File: config.mk
export PLATFORM = sky130hd
export DESIGN_NAME = prog_loader_flat
export DESIGN_NICKNAME = d
export VERILOG_FILES = /design/src/rtl/prog_loader_pkg.sv /design/src/rtl/prog_loader_if.sv /design/src/rtl/prog_ram.sv /design/src/rtl/prog_loader.sv /design/src/flat_wrapper.sv
export SDC_FILE = /design/constraint.sdc
export NUM_CORES = 1
export LEC_CHECK = 0
export CORE_MARGIN = 1.5
export CORE_UTILIZATION = 38
export DETAILED_ROUTE_END_ITERATION = 10
export PLACE_DENSITY = 0.61
export SYNTH_ARGS = -nofsm -noshare
export SYNTH_HDL_FRONTEND = slang
export SYNTH_HIERARCHICAL = 1
export SYNTH_SLANG_ARGS = --single-unit
File: constraint.sdc
create_clock -name clk -period 5.72 [get_ports clk]
set_input_delay 1.43 -clock clk [delete_from_list [all_inputs] [get_ports clk]]
set_output_delay 1.43 -clock clk [all_outputs]
set_load 0.05 [all_outputs]
File: src/rtl/prog_loader_pkg.sv
// Shared loader/decoder definitions: FSM state encoding and instruction word layout.
// Field positions here are the single source of truth for register select, opcode and data.
package prog_loader_pkg;

  typedef enum logic [2:0] {
    ST_IDLE,
    ST_LOAD_HI,
    ST_LOAD_LO,
    ST_CHECK,
    ST_DONE,
    ST_ERROR
  } state_t;

  // bits 15:12 register select, 11:8 opcode, 7:0 data
  typedef struct packed {
    logic [3:0] reg_sel;
    logic [3:0] opcode;
    logic [7:0] data;
  } instr_t;

  localparam int INSTR_W = $bits(instr_t);

  function automatic instr_t make_instr(input logic [7:0] hi, input logic [7:0] lo);
    return instr_t'({hi, lo});
  endfunction

endpackage

File: src/rtl/prog_loader_if.sv
// Byte stream (valid/ready) and instruction fetch bundle between feeder, loader and core.
// Master drives bytes and fetch address; slave (loader) returns ready and the fetched word.
interface prog_loader_if
  import prog_loader_pkg::*;
#(
  parameter int ADDR_W = 5
);
  logic [7:0]        rx_data;
  logic              rx_valid;
  logic              rx_ready;
  logic [ADDR_W-1:0] fetch_addr;
  instr_t            cell_data;

  modport master (
    output rx_data, rx_valid, fetch_addr,
    input  rx_ready, cell_data
  );

  modport slave (
    input  rx_data, rx_valid, fetch_addr,
    output rx_ready, cell_data
  );
endinterface

File: src/rtl/prog_ram.sv
// Program RAM, WORDS x 16: synchronous write, combinational read.
// No reset on contents; out-of-range reads are masked by the caller.
module prog_ram
  import prog_loader_pkg::*;
#(
  parameter int WORDS = 16,
  parameter int IDX_W = 4
) (
  input  logic             clk,
  input  logic             wr_en,
  input  logic [IDX_W-1:0] wr_addr,
  input  instr_t           wr_dat,
  input  logic [IDX_W-1:0] rd_addr,
  output instr_t           rd_dat
);

  instr_t mem [WORDS];

  always_ff @(posedge clk) begin
    if (wr_en) mem[wr_addr] <= wr_dat;
  end

  assign rd_dat = mem[rd_addr];

endmodule

File: src/rtl/prog_loader.sv
// Byte-stream program loader: packs hi/lo bytes into RAM words, holds core reset until loaded; cpu_rstn high the cycle after the final accepting edge.
// rx_ready is a registered state decode (never depends on rx_valid); PROG_LOADER_CHECKSUM_EN adds an XOR trailer byte check.
module prog_loader
  import prog_loader_pkg::*;
#(
  parameter int WORDS  = 16,
  parameter int ADDR_W = 5
) (
  input  logic              clk,
  input  logic              rst,
  input  logic              start,
  prog_loader_if.slave      bus,
  output logic              cpu_rstn,
  output logic              busy,
  output logic [ADDR_W:0]   words_loaded,
  output logic              load_err
);

  localparam int              IDX_W     = (WORDS > 1) ? $clog2(WORDS) : 1;
  localparam logic [ADDR_W:0] LAST_WORD = (ADDR_W+1)'(WORDS - 1);
  localparam logic [ADDR_W:0] DEPTH     = (ADDR_W+1)'(WORDS);
  localparam logic [ADDR_W:0] ONE       = (ADDR_W+1)'(1);

  state_t          state;
  logic [7:0]      hi_q;
  logic            rx_ready_q;
  logic            cpu_rstn_q;
  logic            busy_q;
  logic [ADDR_W:0] wcnt_q;
  logic            hs;
  logic            wr_en;
  logic            in_range;
  instr_t          wr_dat;
  instr_t          rd_dat;

`ifdef PROG_LOADER_CHECKSUM_EN
  logic [7:0]      csum_q;
  logic            err_q;
  assign load_err = err_q;
`else
  assign load_err = 1'b0;
`endif

  assign hs       = bus.rx_valid && rx_ready_q;
  assign wr_en    = hs && (state == ST_LOAD_LO);
  assign wr_dat   = make_instr(hi_q, bus.rx_data);
  assign in_range = {1'b0, bus.fetch_addr} < DEPTH;

  prog_ram #(
    .WORDS (WORDS),
    .IDX_W (IDX_W)
  ) u_ram (
    .clk     (clk),
    .wr_en   (wr_en),
    .wr_addr (wcnt_q[IDX_W-1:0]),
    .wr_dat  (wr_dat),
    .rd_addr (bus.fetch_addr[IDX_W-1:0]),
    .rd_dat  (rd_dat)
  );

  assign bus.rx_ready  = rx_ready_q;
  assign bus.cell_data = (cpu_rstn_q && in_range) ? rd_dat : '0;
  assign cpu_rstn      = cpu_rstn_q;
  assign busy          = busy_q;
  assign words_loaded  = wcnt_q;

  // Outputs are registered alongside each transition so they always match the state being entered.
  always_ff @(posedge clk) begin
    if (rst) begin
      state      <= ST_IDLE;
      hi_q       <= '0;
      rx_ready_q <= 1'b0;
      cpu_rstn_q <= 1'b0;
      busy_q     <= 1'b0;
      wcnt_q     <= '0;
`ifdef PROG_LOADER_CHECKSUM_EN
      csum_q     <= '0;
      err_q      <= 1'b0;
`endif
    end else begin
      case (state)
        ST_IDLE, ST_DONE, ST_ERROR: begin
          if (start) begin
            state      <= ST_LOAD_HI;
            rx_ready_q <= 1'b1;
            busy_q     <= 1'b1;
            cpu_rstn_q <= 1'b0;
            wcnt_q     <= '0;
`ifdef PROG_LOADER_CHECKSUM_EN
            csum_q     <= '0;
            err_q      <= 1'b0;
`endif
          end
        end

        ST_LOAD_HI: begin
          if (hs) begin
            hi_q  <= bus.rx_data;
            state <= ST_LOAD_LO;
`ifdef PROG_LOADER_CHECKSUM_EN
            csum_q <= csum_q ^ bus.rx_data;
`endif
          end
        end

        ST_LOAD_LO: begin
          if (hs) begin
            wcnt_q <= wcnt_q + ONE;
`ifdef PROG_LOADER_CHECKSUM_EN
            csum_q <= csum_q ^ bus.rx_data;
`endif
            if (wcnt_q == LAST_WORD) begin
`ifdef PROG_LOADER_CHECKSUM_EN
              state <= ST_CHECK;
`else
              state      <= ST_DONE;
              rx_ready_q <= 1'b0;
              busy_q     <= 1'b0;
              cpu_rstn_q <= 1'b1;
`endif
            end else begin
              state <= ST_LOAD_HI;
            end
          end
        end

`ifdef PROG_LOADER_CHECKSUM_EN
        ST_CHECK: begin
          if (hs) begin
            rx_ready_q <= 1'b0;
            busy_q     <= 1'b0;
            if (bus.rx_data == csum_q) begin
              state      <= ST_DONE;
              cpu_rstn_q <= 1'b1;
            end else begin
              state <= ST_ERROR;
              err_q <= 1'b1;
            end
          end
        end
`endif

        default: begin
          state      <= ST_IDLE;
          rx_ready_q <= 1'b0;
          busy_q     <= 1'b0;
          cpu_rstn_q <= 1'b0;
        end
      endcase
    end
  end

endmodule

File: src/flat_wrapper.sv
// flat-port wrapper written by rule: the top's interface ports become plain ports
module prog_loader_flat import prog_loader_pkg::*;
#(
  parameter int WORDS  = 16,
  parameter int ADDR_W = 5
)
  (clk, rst, start, cpu_rstn, busy, words_loaded, load_err, bus_rx_data, bus_rx_valid, bus_fetch_addr, bus_rx_ready, bus_cell_data);
  prog_loader_if #(.ADDR_W(ADDR_W)) bus_i ();
  input  logic clk;
  input  logic rst;
  input  logic start;
  output logic cpu_rstn;
  output logic busy;
  output logic [ADDR_W:0] words_loaded;
  output logic load_err;
  input wire logic [$bits(bus_i.rx_data)-1:0] bus_rx_data;
  input wire logic [$bits(bus_i.rx_valid)-1:0] bus_rx_valid;
  input wire logic [$bits(bus_i.fetch_addr)-1:0] bus_fetch_addr;
  output wire logic [$bits(bus_i.rx_ready)-1:0] bus_rx_ready;
  output wire logic [$bits(bus_i.cell_data)-1:0] bus_cell_data;
  assign bus_i.rx_data = bus_rx_data;
  assign bus_i.rx_valid = bus_rx_valid;
  assign bus_i.fetch_addr = bus_fetch_addr;
  assign bus_rx_ready = bus_i.rx_ready;
  assign bus_cell_data = bus_i.cell_data;
  prog_loader #(.WORDS(WORDS), .ADDR_W(ADDR_W)) u_core (.clk(clk), .rst(rst), .start(start), .bus(bus_i), .cpu_rstn(cpu_rstn), .busy(busy), .words_loaded(words_loaded), .load_err(load_err));
endmodule
==> out/metrics.yaml <==
ir_worst_vdd_mv: 0.230
synth.mux.area_fraction_pct: 14.8
report.power.total_uw: 4160
worst_r2r_path_depth: 6
clkSlewWorstSetupHoldPaths_ns: 0.06
r2r-start: "u_core/busy"
die_area_sq_mm: 0.0291
seq_area_frac_synth_pct: 75.5
required_ns: 4.29
layout_commonest_cell: "edfxtp_1"
layout.nets: 616
floorplan.initialDensity_pct: 38.6
post_cts_resized: 0
path_class: "input port to primary output"
final_core_util_pct: 46.1
power_density_mw_per_mm2: 326
setup_repair_after_global_routing_missed_its_margin: "no"
worstReg2RegEnd: "u_core/u_ram/mem[1][8]"
r2r_setup_slack_ns: 3.06
routed_wirelength_microns: 23800
timing.final.hold_violations: 0
cts_root_buffer: "clkbuf_16"
timing.fmax_mhz: 208
gp_congestion: 0.795
post_detailed_route_count_of_antenna_violating_nets: 0
core_area_sq_mm: 0.0277
layout_common_cells: "edfxtp_1 (256), mux4_2 (54), a22oi_1 (32)"
avgRoutedWirePerCell_microns: 23.9
layout_min_cycle_time_ns: 4.82
detail_route.iter0.violations: 506
cts_made_buffers: 28
max-slew-margin-rel_pct: 34.0
grt_start_max_net_pins: 42
die_y_microns: 171
grt_first_pass_wirelength_microns: 35500
hold_path_end: "u_core/cpu_rstn"
antenna_cells_inserted: 0
run_status: "finished clean"
endpoint_kind: "primary output"
netlist_instances: 528
post_synth_and_or_nand_nor_area_fraction_pct: 4.71
synth-warning-count: 6
initial_antenna_violation_count: 1
synthesis.area_per_instance_sq_um: 20.2
cts_hold_buf: 0
cellLeakagePower_uw: 0.00431
pre_cts_ws_ns: 0.864
total_global_routing_track_utilization_pct: 16.9
ys_seq_elements: 275
number_of_violations_of_the_max_capacitance_limit: 0
dp.final_hpwl_microns: 13800
io_pins: 43
finalWorstSetupSlack_ns: 0.904
clock_tree_sinks: 275
whs_path_depth: 2
fp.dieW_microns: 171
tritoncts_clock_tree: "yes"
layout.cells.non_filler: 996
source_to_sink_clock_delay_at_the_later_pin_of_the_worst_skew_pair_ns: 0.54
grt_overflow: 0
clock_tree.buffer_depth: 3
hold_path.class: "flop to flop"
drv_slew: 0
netlist-cell-type-count: 39
layout-drive-gt1-share_pct: 25.9
synth_area_sq_mm: 0.0107
dp.cells: 946
synth_xor_xnor_area_share_pct: 0.0819
yosys.area_share.adder_pct: 0.117
worst_pin_slew_ns: 0.985
worstHoldStart: "u_core/cpu_rstn"
vias_per_cell: 5.37
grt_pass1_vias: 5685
path_max_fanout: 21
crit_path_start_kind: "input port"
fp-row-count: 61
skew_ns: 0.0123
postCtsSetupBuffers: 0
critical_path_arrival_ns: 3.39
main_combinational_cell_family_by_area_after_synthesis: "multiplexers"
numPortBuffers: 41
setup_total_negative_slack_ns: 0
dr.pass1.iters: 5
cts-htree-levels: 1
detailroute.via_count: 5349
fraction_of_the_mapped_netlist_area_in_compound_gates_pct: 3.23
syn_to_final_growth_pct: 19.4
synth.net_count: 546
finalSetupViolCount: 0
route.detailed.drc: 0
post-route-period-util_pct: 84.2
synth_stat cells, drive strengths merged:
| master | n | share of area, % |
|---|---|---|
| edfxtp | 256 | 72 |
| mux4 | 64 | 14 |
| a22oi | 32 | 2.2 |
| nor2 | 25 | 0.90 |
| nand2 | 24 | 0.87 |
| dfxtp | 19 | 3.6 |
| and2 | 17 | 0.99 |
| buf | 16 | 1.1 |
| clkbuf | 11 | 0.39 |
| mux2i | 9 | 0.84 |
| nand2b | 7 | 0.41 |
| nor3 | 7 | 0.33 |
| nand3 | 6 | 0.28 |
| a21oi | 5 | 0.23 |
| nor2b | 5 | 0.32 |
| a311oi | 3 | 0.25 |
| inv | 3 | 0.11 |
| nand3b | 3 | 0.21 |
| o22ai | 3 | 0.18 |
| and3 | 2 | 0.12 |
| a211oi | 1 | 0.070 |
| a32o | 1 | 0.094 |
| a41oi | 1 | 0.082 |
| and3b | 1 | 0.082 |
| conb | 1 | 0.035 |
| ha | 1 | 0.12 |
| mux2 | 1 | 0.11 |
| nor3b | 1 | 0.12 |
| o31a | 1 | 0.082 |
| or3b | 1 | 0.082 |
| xor2 | 1 | 0.082 |
cell type report:
type	count	area, sq um
fill	2290	14900
sequential	275	8070
multi-input combinational	223	2500
clock buffer	36	783
timing repair buffer	67	783
tap	378	473
clock inverter	14	138
inverter	3	11.3
sequential cells by signal, summed over array words and instances (netlist names):
name                 count
u_core/cpu_rstn          1
u_core/words_loaded      6
u_core/u_ram/mem       256
u_core/hi_q              8
u_core/state             3
u_core/busy              1
critical path, cell delays in order:
cell	delay (ns)
buf_4	0.37
buf_4	0.38
mux4_1	0.60
a22oi_1	0.20
nand2_1	0.07
and2_1	0.17
buf_12	0.15
routing by layer:
layer	part of all wire (%)	global-route usage, %	up-vias
met2	47	26.5	194
met5	0	0	-
met3	7.4	3.12	31
li1	-	-	2314
met4	1.8	4.35	0
met1	44	24.3	2810
stage by stage:
step | area (sq um) | hold WS [ns]
2_1_floorplan | 10700 | 0.471
3_3_place_gp | 11800 | 0.481
3_5_place_dp | 11800 | 0.495
4_1_cts | 12800 | 0.506
5_1_grt | 12800 | 0.522
6_report | 12800 | 0.508
worst max-delay path by stage:
| stage | from | endpoint | slack (ns) | cells past startpoint |
|---|---|---|---|---|
| 2_1_floorplan | bus_fetch_addr[1] | bus_cell_data[13] | 1.48 | 6 |
| 3_3_place_gp | bus_fetch_addr[0] | bus_cell_data[1] | 0.90 | 7 |
| 3_5_place_dp | bus_fetch_addr[0] | bus_cell_data[1] | 0.86 | 7 |
| 4_1_cts | bus_fetch_addr[0] | bus_cell_data[1] | 0.86 | 7 |
| 5_1_grt | bus_fetch_addr[0] | bus_cell_data[0] | 0.76 | 7 |
| 6_report | bus_fetch_addr[0] | bus_cell_data[1] | 0.90 | 7 |
where the power goes:
group          leakage, uW  total (uW)  internal [uW]  switching (uW)
Combinational      0.00119         147           63.0            83.6
Clock             0.000454        1810           1090             722
Sequential         0.00267        2200           2190            7.16
Total              0.00431        4160           3340             813
logic make-up after synthesis:
logic type | count (synthesis)
multiplexers | 74
AND/OR/NAND/NOR | 99
AO/OA/AOI/OAI | 47
adder cells (fa/ha/maj) | 1
XOR/XNOR | 1
buffers and inverters | 30
flip-flops | 275
other | 1
(Power assumes the default switching activity.)
